--- config.mk ---
export PLATFORM = sky130hd
export DESIGN_NAME = streebog_msg_packer
export DESIGN_NICKNAME = d
export VERILOG_FILES = /design/src/rtl/streebog_pkg.sv /design/src/rtl/streebog_pad.sv /design/src/rtl/streebog_msg_packer.sv
export SDC_FILE = /design/constraint.sdc
export NUM_CORES = 2
export LEC_CHECK = 0
export CORE_ASPECT_RATIO = 1.5
export CORE_MARGIN = 4
export CORE_UTILIZATION = 40
export CTS_BUF_LIST = sky130_fd_sc_hd__clkbuf_16
export CTS_CLUSTER_SIZE = 8
export DETAILED_ROUTE_END_ITERATION = 10
export SLEW_MARGIN = 20
export SYNTH_ARGS = -nofsm -noshare
export SYNTH_HDL_FRONTEND = slang
export SYNTH_HIERARCHICAL = 1
export SYNTH_SLANG_ARGS = --single-unit
--- constraint.sdc ---
create_clock -name clk_i -period 11.29 [get_ports clk_i]
set_clock_uncertainty 0.05 [all_clocks]
set_input_delay 1.6935 -clock clk_i [delete_from_list [all_inputs] [get_ports clk_i]]
set_output_delay 1.6935 -clock clk_i [all_outputs]
set_load 0.1 [all_outputs]
--- src/rtl/streebog_pkg.sv ---
// Shared constants, state encoding and helpers for the Streebog message packer.
package streebog_pkg;

    localparam int N_FULL   = 512;
    localparam int IN_WIDTH = 64;
    localparam int WORDS    = N_FULL / IN_WIDTH;
    localparam int BYTES    = N_FULL / 8;
    localparam int WCNT_W   = $clog2(WORDS);

    // Block emitted for an empty tail: only the 0x01 marker in byte 0.
    localparam logic [N_FULL-1:0] PAD_BLOCK = N_FULL'(1);

    typedef enum logic [1:0] {
        PK_IDLE,
        PK_FILL,
        PK_PAD,
        PK_DRAIN
    } pk_state_t;

    // Byte counts above a full beat are treated as a full beat.
    function automatic logic [3:0] clamp_bytes(input logic [3:0] bytes);
        return (bytes > 4'd8) ? 4'd8 : bytes;
    endfunction

endpackage

--- src/rtl/streebog_pad.sv ---
// Combinational tail padding: keep bytes below L, write 0x01 at byte L, zero the rest.
module streebog_pad
    import streebog_pkg::*;
(
    input  logic [N_FULL-1:0] block_i,
    input  logic [6:0]        len_bytes_i,
    output logic [N_FULL-1:0] block_o,
    output logic [9:0]        len_bits_o
);

    // Per-byte select between message data, the 0x01 marker and zero.
    always_comb begin
        // NOTE: every always_comb output gets a default before any branch, so no latch is inferred.
        block_o = '0;
        for (int i = 0; i < BYTES; i++) begin
            if (7'(i) < len_bytes_i) begin
                block_o[8*i +: 8] = block_i[8*i +: 8];
            end else if (7'(i) == len_bytes_i) begin
                block_o[8*i +: 8] = 8'h01;
            end
        end
    end

    assign len_bits_o = {len_bytes_i, 3'b000};

endmodule

--- src/rtl/streebog_msg_packer.sv ---
// Streebog message packer: 64-bit beats into 512-bit blocks, padded final block,
// two-deep buffering (assembly register plus output register).
module streebog_msg_packer #(
    parameter int DATA_WIDTH = 512,
    parameter int IN_WIDTH   = 64
) (
    input  logic                  clk_i,
    input  logic                  rst_i,
    input  logic [IN_WIDTH-1:0]   in_data_i,
    input  logic [3:0]            in_bytes_i,
    input  logic                  in_last_i,
    input  logic                  in_valid_i,
    output logic                  in_ready_o,
    output logic [DATA_WIDTH-1:0] message_o,
    output logic                  mes_last_o,
    output logic [9:0]            mes_last_len_o,
    output logic                  mes_valid_o,
    input  logic                  mes_ready_i,
    output logic                  fsm_start_req_o
);
    import streebog_pkg::*;

    pk_state_t         state_q, state_d;
    logic [WCNT_W-1:0] wcnt_q, wcnt_d;
    logic [N_FULL-1:0] asm_q, asm_d;
    logic              asm_full_q, asm_full_d;
    logic              asm_last_q, asm_last_d;
    logic [9:0]        asm_len_q, asm_len_d;
    logic [N_FULL-1:0] msg_q, msg_d;
    logic              out_valid_q, out_valid_d;
    logic              out_last_q, out_last_d;
    logic [9:0]        out_len_q, out_len_d;
    logic              start_q, start_d;
    logic              hold_q, hold_d;

    logic              beat_acc;
    logic              out_acc;
    logic              out_free;
    logic [3:0]        beat_bytes;
    logic [6:0]        total_bytes;
    logic              full_block;
    logic              short_last;
    logic              block_done;
    logic [N_FULL-1:0] merged;
    logic [N_FULL-1:0] padded;
    logic [9:0]        padded_len;
    logic [N_FULL-1:0] nb_data;
    logic              nb_last;
    logic [9:0]        nb_len;

    // Beats are taken only while filling, with no parked block and not in the
    // one-cycle gap that lets the core see fsm_start_req drop.
    assign in_ready_o = !rst_i && (state_q == PK_IDLE || state_q == PK_FILL)
                        && !asm_full_q && !hold_q;
    assign beat_acc   = in_valid_i && in_ready_o;
    assign out_acc    = out_valid_q && mes_ready_i;
    assign out_free   = !out_valid_q || mes_ready_i;

    // L = bytes of the current block including this beat; non-last beats are full.
    assign beat_bytes  = in_last_i ? clamp_bytes(in_bytes_i) : 4'd8;
    assign total_bytes = 7'({wcnt_q, 3'b000}) + 7'(beat_bytes);
    assign full_block  = (total_bytes == 7'd64);
    assign short_last  = in_last_i && !full_block;
    assign block_done  = full_block || short_last;

    // Current assembly contents with the incoming beat dropped into its word slot.
    always_comb begin
        merged = asm_q;
        merged[wcnt_q*IN_WIDTH +: IN_WIDTH] = in_data_i;
    end

    streebog_pad u_pad (
        .block_i     (merged),
        .len_bytes_i (total_bytes),
        .block_o     (padded),
        .len_bits_o  (padded_len)
    );

    // A block closed by this beat: raw when full, padded when it is a short tail.
    assign nb_data = short_last ? padded : merged;
    assign nb_last = short_last;
    assign nb_len  = short_last ? padded_len : '0;

    // Next-state logic for the packer FSM, the assembly side and the output register.
    always_comb begin
        state_d     = state_q;
        wcnt_d      = wcnt_q;
        asm_d       = asm_q;
        asm_full_d  = asm_full_q;
        asm_last_d  = asm_last_q;
        asm_len_d   = asm_len_q;
        msg_d       = msg_q;
        out_valid_d = out_valid_q;
        out_last_d  = out_last_q;
        out_len_d   = out_len_q;
        start_d     = start_q;
        hold_d      = 1'b0;

        if (out_acc) begin
            out_valid_d = 1'b0;
        end

        if (beat_acc) begin
            start_d = 1'b1;
            asm_d   = merged;
            if (block_done) begin
                wcnt_d = '0;
                if (out_free) begin
                    msg_d       = nb_data;
                    out_valid_d = 1'b1;
                    out_last_d  = nb_last;
                    out_len_d   = nb_len;
                end else begin
                    asm_d      = nb_data;
                    asm_full_d = 1'b1;
                    asm_last_d = nb_last;
                    asm_len_d  = nb_len;
                end
                if (in_last_i) begin
                    state_d = full_block ? PK_PAD : PK_DRAIN;
                end else begin
                    state_d = PK_FILL;
                end
            end else begin
                wcnt_d  = wcnt_q + 1'b1;
                state_d = PK_FILL;
            end
        end else if (asm_full_q && out_free) begin
            msg_d       = asm_q;
            out_valid_d = 1'b1;
            out_last_d  = asm_last_q;
            out_len_d   = asm_len_q;
            asm_full_d  = 1'b0;
        end else if (state_q == PK_PAD && !asm_full_q && out_free) begin
            msg_d       = PAD_BLOCK;
            out_valid_d = 1'b1;
            out_last_d  = 1'b1;
            out_len_d   = '0;
            state_d     = PK_DRAIN;
        end

        if (out_acc && out_last_q) begin
            state_d = PK_IDLE;
            start_d = 1'b0;
            hold_d  = 1'b1;
        end
    end

    // Control and output registers, all cleared by the synchronous reset.
    always_ff @(posedge clk_i) begin
        // NOTE: sequential state is written with non-blocking assignments so every flop samples pre-edge values.
        if (rst_i) begin
            state_q     <= PK_IDLE;
            wcnt_q      <= '0;
            asm_full_q  <= 1'b0;
            asm_last_q  <= 1'b0;
            asm_len_q   <= '0;
            msg_q       <= '0;
            out_valid_q <= 1'b0;
            out_last_q  <= 1'b0;
            out_len_q   <= '0;
            start_q     <= 1'b0;
            hold_q      <= 1'b0;
        end else begin
            state_q     <= state_d;
            wcnt_q      <= wcnt_d;
            asm_full_q  <= asm_full_d;
            asm_last_q  <= asm_last_d;
            asm_len_q   <= asm_len_d;
            msg_q       <= msg_d;
            out_valid_q <= out_valid_d;
            out_last_q  <= out_last_d;
            out_len_q   <= out_len_d;
            start_q     <= start_d;
            hold_q      <= hold_d;
        end
    end

    // Assembly data register.
    always_ff @(posedge clk_i) begin
        // NOTE: wide data storage is left unreset; wcnt_q, asm_full_q and the pad mask decide which bits matter.
        asm_q <= asm_d;
    end

    assign message_o       = msg_q;
    assign mes_last_o      = out_last_q;
    assign mes_last_len_o  = out_len_q;
    assign mes_valid_o     = out_valid_q;
    assign fsm_start_req_o = start_q;

endmodule
==> run metrics <==
status=complete, no violations; TritonCTS clock tree=done; Final min period=7.149 ns; Clock Tree Buf Depth=3; area grow syn2layout=16.79%; Fin Setup TNS=0 ns; P_leak=27.10 nW; worst-skew pair later-pin latency=0.81 ns; Initial Utilization=0.4020; Antenna Nets Post-Route=0; Yosys cell types=88; layout cells sized above 1=0.1152; worst path cell trace=buf_6 -> inv_8 -> nor2_2 -> inv_2 -> ha_2 -> ha_2 -> buf_4 -> nor2_1 -> o2111ai_4 -> buf_12 -> nand3_4 -> buf_12 -> mux2_2; Num CTS Buffers=150; Max-slew headroom=0.1223; WHS Path Cells=1; dpl hpwl=159800 microns; arrival time worst endpoint=7.63 ns; vias in the first global route=54110; Synth Area per Inst=8.967 sq um; # port buffers=598; width of the die=330.3 microns; pwr dens=166.6 nW/um^2; gr usage total=0.3272; filler instances=14910; via density per instance=6.482; PostCTS Resize Cnt=0; Worst-path clk slew=0.05 ns; DRT Wirelength=279000 microns; global route overflow=0; Worst Reg-to-Reg Cells=9; RSZ-0062 raised after global routing=false; Nets=7116; core area=155000 sq um; f_max=0.1399 GHz; YS warnings=6; first-pass GRT wire length=393900 microns; fin crit share=0.6332; Core Rows=177; worst hold-check path type=reg2reg; most frequent cells in the layout=nor2_1 (820), a21oi_1 (733), dfxtp_1 (542); hold buffer count at cts=0; maxcap violations=0; Cells after Synth=6950; Post-Syn Area=62320 sq um; CTS H-tree depth=4; ys async rst share=0; #FFs+latches synth=1055; Starting DRT DRC Count=7995; hold slack final=0.4365 ns; CP Data Required Time=11.77 ns; Critical Path Fanout Max=183; Sequential Area=26250 sq um; Critical Path End Type=flop; CP max stage delay=0.79 ns; Post-synth EDFFs=512; clk sinks=1055; First-pass DRT Iterations=6; DRC Markers=0; clk root buf=clkbuf_16; Seq/Total Area, Yosys=0.4211; Die ar.=162300 sq um; Worst path slowest cell=nand3_4; top_reg_cell synth=dfxtp_1; fin. max-slew vios=0; commonest non-fill, non-tap cell in the layout=nor2_1; I/O pin total=599; Placer Congestion=0.8623; setup bufs post-CTS=0; Final Hold Viols=0; largest net degree at the start of global routing=224; worst-margin pin slew=1.299 ns; CP Launch Type=input pin; worst vdd ir=0.1381 mV; Avg WL per Cell=30.27 microns; area occupied by multi-input gates=31420 sq um; final setup fails=0; vias=59740; initial antenna violation count=31; die span in y=491.4 microns; critical path class=in2reg
synthesized netlist by cell type, types with 11 or more instances:
| cell type | n | share of area |
|---|---|---|
| a21oi_2 | 14 | 0.0020 |
| nor2_1 | 820 | 0.049 |
| buf_2 | 283 | 0.023 |
| inv_1 | 352 | 0.021 |
| nand2_1 | 179 | 0.011 |
| o311a_1 | 64 | 0.010 |
| and4_1 | 112 | 0.016 |
| a22oi_1 | 259 | 0.031 |
| and2_1 | 309 | 0.031 |
| a31oi_1 | 114 | 0.011 |
| o31a_1 | 138 | 0.019 |
| a211oi_2 | 65 | 0.013 |
| dfxtp_1 | 543 | 0.17 |
| a22o_1 | 122 | 0.017 |
| clkbuf_1 | 400 | 0.024 |
| buf_1 | 26 | 0.0016 |
| nand4_1 | 69 | 0.0069 |
| a221oi_1 | 11 | 0.0015 |
| mux2i_1 | 76 | 0.012 |
| o21ai_0 | 284 | 0.023 |
| buf_4 | 57 | 0.0069 |
| nor2b_1 | 153 | 0.015 |
| a21oi_1 | 733 | 0.059 |
| o211ai_1 | 140 | 0.017 |
| mux2_2 | 322 | 0.058 |
| nand3_1 | 14 | 0.0011 |
| nor3_1 | 80 | 0.0064 |
| a211oi_1 | 448 | 0.054 |
| a211o_1 | 67 | 0.0094 |
| edfxtp_1 | 512 | 0.25 |
kinds of logic (layout without fill, tap and decap cells):
family / Yosys count / in the layout / share of synthesized area
AND/OR/NAND/NOR: 1804 / 1804 / 0.1469
adder cells (fa/ha/maj): 9 / 9 / 0.001807
multiplexers: 399 / 399 / 0.07057
flip-flops: 1055 / 1055 / 0.4211
AO/OA/AOI/OAI: 2544 / 2544 / 0.2805
buffers and inverters: 1137 / 1330 / 0.07884
other: 1 / 17 / 0.00006017
XOR/XNOR: 1 / 1 / 0.0001406
stage by stage:
step | setup WS [ns] | util | cell area, sq um | total power, mW | cells
2_1_floorplan | 0.8865 | - | 62330 | 6.948 | 6952
3_3_place_gp | 3.774 | 0.4407 | 68320 | 7.826 | 8938
3_5_place_dp | 3.650 | 0.4408 | 68340 | 7.863 | 8939
4_1_cts | 4.474 | 0.4691 | 72720 | 12.14 | 9202
5_1_grt | 4.164 | 0.4693 | 72750 | 12.47 | 9204
6_report | 4.141 | 0.4695 | 72780 | 12.13 | 9217
flip-flops by register name, indices dropped and copies added (netlist names):
| signal | cells |
|---|---|
| asm_full_q | 1 |
| message_o | 512 |
| asm_last_q | 1 |
| fsm_start_req_o | 1 |
| asm_len_q | 10 |
| mes_valid_o | 1 |
| wcnt_q | 3 |
| hold_q | 1 |
| mes_last_len_o | 10 |
| mes_last_o | 1 |
| state_q | 2 |
| asm_q | 512 |
path summary, 6_finish.rpt:
kind / to / startpoint / slack [ns]
max reg2reg: asm_q[20] / wcnt_q[0] / 5.61
min reg2reg: fsm_start_req_o / fsm_start_req_o / 0.44
max: asm_q[20] / in_last_i / 4.14
min: fsm_start_req_o / fsm_start_req_o / 0.44
critical path, delay by kind of cell:
kind / cells / cell delay [ns]
compound gates: 1 / 0.24
fa+ha+maj: 2 / 0.50
buf+inv: 6 / 2.55
mux: 1 / 0.56
simple gates: 3 / 1.33
area by class of cell:
type,count,share of cell area
diodes,14,0.0004814
clock buffers,155,0.05329
inverters,359,0.01872
repair buffers,708,0.09295
flip-flops and latches,1055,0.3606
well taps,2058,0.03538
clock inverters,108,0.006842
multi-input cells,4760,0.4317
report_power, final:
group | internal [mW] | switching (mW)
combinational | 0.796 | 2.45
sequential | 4.34 | 0.238
clock | 2.45 | 1.85
metal layers:
layer | vias up | global-route usage | part of all wire
li1 | 25900 | - | -
met1 | 29410 | 0.4437 | 0.39
met2 | 3810 | 0.4738 | 0.43
met3 | 624 | 0.07041 | 0.11
met4 | 6 | 0.2008 | 0.066
met5 | - | 0 | 0.00015
(Power assumes the default switching activity.)
